$ cat src/rtl/mem_arbiter.sv
// ---------------------------------------------------------------------------
// mem_arbiter
//
// Purpose:
//   Shares one single-port, word-addressed RAM between two requesters:
//   m0 (cpu) and m1 (loader/debug master). Round-robin arbitration with
//   exactly one access in flight. Every access takes three cycles:
//   IDLE (grant) -> ACCESS (RAM enable) -> RESP (ack to the winner).
//
// Configuration macro:
//   MEM_ARB_BURST_EN - when defined, the current owner keeps priority on a
//   tie while it re-requests in the IDLE cycle right after its ack, for up to
//   MAX_BURST consecutive grants. When undefined, ties strictly alternate and
//   the MAX_BURST parameter does not exist.
//
// Parameters:
//   AW         word address width
//   DW         data width
//   MAX_BURST  max consecutive tie-break grants to one owner (burst build only)
//
// Ports:
//   clk                  clock, all state on the rising edge
//   reset                asynchronous active-high reset
//   m0_req/m1_req        request, held with we/addr/wdata until ack
//   m0_we/m1_we          1 = write, 0 = read
//   m0_addr/m1_addr      word address
//   m0_wdata/m1_wdata    write data
//   m0_ack/m1_ack        one-cycle completion pulse
//   m0_rdata/m1_rdata    read data, non-zero only with ack on a read
//   ram_addr/ram_wdata   registered RAM address / write data
//   ram_re/ram_we        registered RAM read / write enables
//   ram_rdata            RAM read data, valid the cycle after ram_re
//   busy                 high whenever an access is in progress
// ---------------------------------------------------------------------------
module mem_arbiter #(
    parameter int AW = 30,
    parameter int DW = 32
`ifdef MEM_ARB_BURST_EN
    ,
    parameter int MAX_BURST = 4
`endif
) (
    input  logic          clk,
    input  logic          reset,
    input  logic          m0_req,
    input  logic          m0_we,
    input  logic [AW-1:0] m0_addr,
    input  logic [DW-1:0] m0_wdata,
    output logic          m0_ack,
    output logic [DW-1:0] m0_rdata,
    input  logic          m1_req,
    input  logic          m1_we,
    input  logic [AW-1:0] m1_addr,
    input  logic [DW-1:0] m1_wdata,
    output logic          m1_ack,
    output logic [DW-1:0] m1_rdata,
    output logic [AW-1:0] ram_addr,
    output logic [DW-1:0] ram_wdata,
    output logic          ram_re,
    output logic          ram_we,
    input  logic [DW-1:0] ram_rdata,
    output logic          busy
);

    typedef enum logic [1:0] {
        IDLE   = 2'd0,
        ACCESS = 2'd1,
        RESP   = 2'd2
    } state_t;

    state_t        r_state;
    state_t        w_nextState;

    // r_rrPtr holds the most recent winner; it resets to 1 so m0 wins the
    // first tie.
    logic          r_rrPtr;
    logic          r_owner;
    logic          r_isWrite;
    logic          r_ramRe;
    logic          r_ramWe;
    logic [AW-1:0] r_ramAddr;
    logic [DW-1:0] r_ramWdata;

    logic          w_anyReq;
    logic          w_tieWinner;
    logic          w_winner;
    logic          w_selWe;
    logic [AW-1:0] w_selAddr;
    logic [DW-1:0] w_selWdata;

`ifdef MEM_ARB_BURST_EN
    localparam int            CW        = $clog2(MAX_BURST + 1);
    localparam logic [CW-1:0] BURST_MAX = CW'(MAX_BURST);

    logic [CW-1:0] r_burstCnt;
    logic          r_afterAck;

    // The owner only keeps a tie when it re-requests in the very first IDLE
    // after its own ack and has not yet used up its burst allowance.
    assign w_tieWinner = (r_afterAck && (r_burstCnt < BURST_MAX)) ? r_rrPtr : ~r_rrPtr;

    // r_afterAck marks the IDLE cycle that directly follows RESP. The burst
    // count restarts at 1 whenever ownership changes and saturates so a lone
    // requester is never throttled.
    always_ff @(posedge clk or posedge reset) begin
        if (reset) begin
            r_burstCnt <= '0;
            r_afterAck <= 1'b0;
        end else begin
            r_afterAck <= (r_state == RESP);
            if ((r_state == IDLE) && w_anyReq) begin
                if (w_winner == r_rrPtr) begin
                    if (r_burstCnt != BURST_MAX) begin
                        r_burstCnt <= r_burstCnt + 1'b1;
                    end
                end else begin
                    r_burstCnt <= CW'(1);
                end
            end
        end
    end
`else
    // Strict alternation: on a tie the master that did not win last time wins.
    assign w_tieWinner = ~r_rrPtr;
`endif

    always_comb begin
        w_anyReq = m0_req | m1_req;
        w_winner = 1'b0;
        if (m0_req && m1_req) begin
            w_winner = w_tieWinner;
        end else if (m1_req) begin
            w_winner = 1'b1;
        end
        w_selWe    = w_winner ? m1_we    : m0_we;
        w_selAddr  = w_winner ? m1_addr  : m0_addr;
        w_selWdata = w_winner ? m1_wdata : m0_wdata;
    end

    always_ff @(posedge clk or posedge reset) begin
        if (reset) begin
            r_state <= IDLE;
        end else begin
            r_state <= w_nextState;
        end
    end

    always_comb begin
        w_nextState = r_state;
        case (r_state)
            IDLE:    if (w_anyReq) w_nextState = ACCESS;
            ACCESS:  w_nextState = RESP;
            RESP:    w_nextState = IDLE;
            default: w_nextState = IDLE;
        endcase
    end

    // The winner's command is latched on the grant so the RAM sees stable
    // registered signals for the whole ACCESS cycle; everything is cleared as
    // ACCESS ends so the RAM-side bus is quiet outside an access.
    always_ff @(posedge clk or posedge reset) begin
        if (reset) begin
            r_rrPtr    <= 1'b1;
            r_owner    <= 1'b0;
            r_isWrite  <= 1'b0;
            r_ramRe    <= 1'b0;
            r_ramWe    <= 1'b0;
            r_ramAddr  <= '0;
            r_ramWdata <= '0;
        end else begin
            case (r_state)
                IDLE: begin
                    if (w_anyReq) begin
                        r_rrPtr    <= w_winner;
                        r_owner    <= w_winner;
                        r_isWrite  <= w_selWe;
                        r_ramRe    <= ~w_selWe;
                        r_ramWe    <= w_selWe;
                        r_ramAddr  <= w_selAddr;
                        r_ramWdata <= w_selWdata;
                    end
                end
                ACCESS: begin
                    r_ramRe    <= 1'b0;
                    r_ramWe    <= 1'b0;
                    r_ramAddr  <= '0;
                    r_ramWdata <= '0;
                end
                default: begin
                end
            endcase
        end
    end

    assign ram_re    = r_ramRe;
    assign ram_we    = r_ramWe;
    assign ram_addr  = r_ramAddr;
    assign ram_wdata = r_ramWdata;
    assign busy      = (r_state != IDLE);

    // RAM read data arrives during RESP, so it is steered straight to the
    // winner; a write ack and any non-ack cycle return zero data.
    assign m0_ack   = (r_state == RESP) && !r_owner;
    assign m1_ack   = (r_state == RESP) &&  r_owner;
    assign m0_rdata = (m0_ack && !r_isWrite) ? ram_rdata : '0;
    assign m1_rdata = (m1_ack && !r_isWrite) ? ram_rdata : '0;

endmodule

$ cat config.mk
export PLATFORM = sky130hd
export DESIGN_NAME = mem_arbiter
export DESIGN_NICKNAME = d
export VERILOG_FILES = /design/src/rtl/mem_arbiter.sv
export SDC_FILE = /design/constraint.sdc
export NUM_CORES = 1
export LEC_CHECK = 0
export BUFFER_PORTS_ARGS = -buffer_cell sky130_fd_sc_hd__buf_4
export CAP_MARGIN = 5
export CELL_PAD_IN_SITES_DETAIL_PLACEMENT = 1
export CELL_PAD_IN_SITES_GLOBAL_PLACEMENT = 1
export CORE_MARGIN = 3
export CORE_UTILIZATION = 28
export CTS_CLUSTER_DIAMETER = 120
export DETAILED_ROUTE_END_ITERATION = 7
export PLACE_DENSITY = 0.92
export SKIP_LAST_GASP = 1
export SYNTH_ARGS = -nofsm -noshare
export SYNTH_HDL_FRONTEND = slang
export SYNTH_SLANG_ARGS = --single-unit
$ cat constraint.sdc
create_clock -name clk -period 2.52 [get_ports clk]
set_clock_uncertainty 0.05 [all_clocks]
set_input_delay 0.252 -clock clk [delete_from_list [all_inputs] [get_ports clk]]
set_output_delay 0.252 -clock clk [all_outputs]
set_load 0.02 [all_outputs]
==> out/metrics.cfg <==
[timing]
period_needed_ns=2.18
relSlewSlack=0.343
period_share=0.865
tightest_slew_ns=0.982
fmax_mhz=459
fin_setup_tns_ns=0
finalMaxSlewViolations=0
hold_viol_final=0
setup_violations=0
rsz0062_at_grt=no

[die]
fp.dieW_um=120
die_h_um=120
io_pins=293
core_um2=12300
placementRows=40
start_util=0.294
dieArea_um2=14300

[clock_tree]
insertion_delay_ns=0.32
tritoncts=done
cts_max_level=3
post_cts_buffers=0
clock-root-buffer=clkbuf_16
clockBufferDepth=2
cts_made_buffers=9
ctsHoldBuffers=0
cts.clk_slew.worst_paths_ns=0.05
cts_sinks=69
cts_resized=0

[route]
totalWireLength_um=14200
drt_iter0_drc=138
drt_first_pass_iters=4
drc=0
route.antenna.remaining_nets=0
wire_per_inst_um=18.6
vias_per_cell=4.80
num_vias=3659

[logic_synthesis]
synth.avg_cell_area_um2=11.6
yosysSeqAreaShare=0.477
synth.net_count=473
synth-seq-cells=69
yosysWarnings=0
netlist_area_um2=3620
synth.distinct_cells=22
netlist_instances=311

[grt]
grt_pass1_vias=4042
grt_usage=0.193
overflow=0
grt_first_pass_wirelength_um=21800
antenna_found_initial=1
grt_max_degree=66

[critical_path]
cp_data_required_time_ns=2.22
startpoint_type=register
critPathKind=reg2out
end_kind=output pin
crit_arrival_ns=1.88
r2r_start=r_state[0]$_DFFE_PP0P_
startpoint=r_state[0]$_DFFE_PP0P_
path_max_fanout=24

[pwr]
leakage_nw=3.41
intPower_mw=4.03
switching_power_mw=2.84
p_comb_frac=0.521
pwr-share-seq=0.293
p_sw_frac=0.414
peakVddDrop_uv=567
power_density_nw_per_um2=1090
clkPwrFrac=0.186

[flow_run]
cap_viol_max_count=0

[finish]
utilization=0.510
nFillCells=1386
area_delta_synth_final_pct=73.4
drive_above_1_share=0.546
fin_nets=750

[placed_design]
numPortBuffers=292
gp_congestion=0.829
dp.final_hpwl_um=11400

[worst_hold_path]
hold_class=in2async

[run_status]
status=complete, no violations

-- worst max-delay path, stage by stage (launching register included) --
cell and delay (ns):
dfrtp_1 0.43, nor3b_2 0.46, buf_4 0.32, and3_1 0.20, buf_4 0.14
-- Yosys cell counts, drive strengths merged --
library cell	instances	share of area
dfrtp	68	0.47
and3	64	0.11
mux2i	64	0.18
o2bb2ai	63	0.15
buf	19	0.037
clkbuf	15	0.016
inv	4	0.0041
nor2b	2	0.0035
a21boi	1	0.0021
a21oi	1	0.0014
a22o	1	0.0024
a31oi	1	0.0017
and3b	1	0.0024
dfstp	1	0.0073
mux2	1	0.0031
nor2	1	0.0017
nor3	1	0.0014
nor3b	1	0.0035
o21ai	1	0.0014
or2	1	0.0017
-- sequential cells by signal, indices dropped and copies added (netlist names) --
| name | flops |
|---|---|
| ram_wdata | 32 |
| r_state | 2 |
| ram_addr | 30 |
| r_isWrite | 1 |
| ram_we | 1 |
| r_rrPtr | 1 |
| ram_re | 1 |
| r_owner | 1 |
-- placed cells by master, fill, tap and decap left out, types with 2 or more instances in the layout --
cell and count:
and3_1 64, inv_1 3, buf_12 4, buf_4 296
o2bb2ai_1 63, mux2i_1 64, dfrtp_1 68, clkbuf_8 3
clkinv_2 3, nor2b_1 2, clkbuf_16 9
-- area by class of cell --
cell class                      count  area (um2)  area share
Clock buffer                       12         267      0.0424
Clock inverter                      4        45.0     0.00717
Antenna cell                        1        2.50    0.000398
Multi-Input combinational cell    204        1710       0.272
Sequential cell                    69        1730       0.275
Timing Repair Buffer              300        2300       0.367
Inverter                            4        15.0     0.00239
Tap cell                          168         210      0.0335
-- kinds of logic after synthesis --
logic type | synth area share
flops | 0.477
compound gates | 0.161
buf+inv | 0.0570
mux | 0.180
simple gates | 0.125
-- power groups by stage --
| stage | sequential [mW] | clock, mW | combinational, mW |
|---|---|---|---|
| 2_1_floorplan | 2.56 | 0 | 1.42 |
| 3_5_place_dp | 2.01 | 0 | 3.64 |
| 6_report | 2.01 | 1.28 | 3.58 |
| 3_3_place_gp | 1.98 | 0 | 3.52 |
| 4_1_cts | 2.02 | 1.31 | 3.63 |
| 5_1_grt | 2.09 | 1.37 | 3.83 |
-- through the flow --
step / worst slack (ns) / hold slack (ns) / cell area (um2) / power (mW) / cells
floorplan: 0.480 / 0.265 / 3620 / 3.98 / 311
global placement: 0.746 / 0.379 / 5970 / 5.50 / 745
detailed placement: 0.688 / 0.397 / 5970 / 5.65 / 745
CTS: 0.335 / 0.0456 / 6280 / 6.96 / 761
global route: 0.168 / 0.0861 / 6280 / 7.29 / 762
finish: 0.341 / 0.0202 / 6280 / 6.87 / 762
-- worst paths after layout --
| kind | end | slack, ns | depth (start not counted) |
|---|---|---|---|
| min in group clk | r_rrPtr$_DFFE_PP1P_ | 0.10 | 2 |
| worst min register to register | ram_wdata[14]$_DFFE_PP0P_ | 0.44 | 1 |
| max in group asynchronous | ram_addr[12]$_DFFE_PP0P_ | 1.76 | 3 |
| worst max-delay path | m0_rdata[24] | 0.34 | 4 |
| worst max register to register | ram_addr[20]$_DFFE_PP0P_ | 0.69 | 4 |
| worst min-delay path | ram_addr[26]$_DFFE_PP0P_ | 0.02 | 2 |
-- routing by layer --
metal  up-vias  wire length, um  track usage
met5         -                0            0
met4         0              271       0.0630
met3        18             1220       0.0547
met2       183             7690        0.365
met1      1727             4990        0.204
li1       1731                -            -
Power figures use the tool's default switching activity.
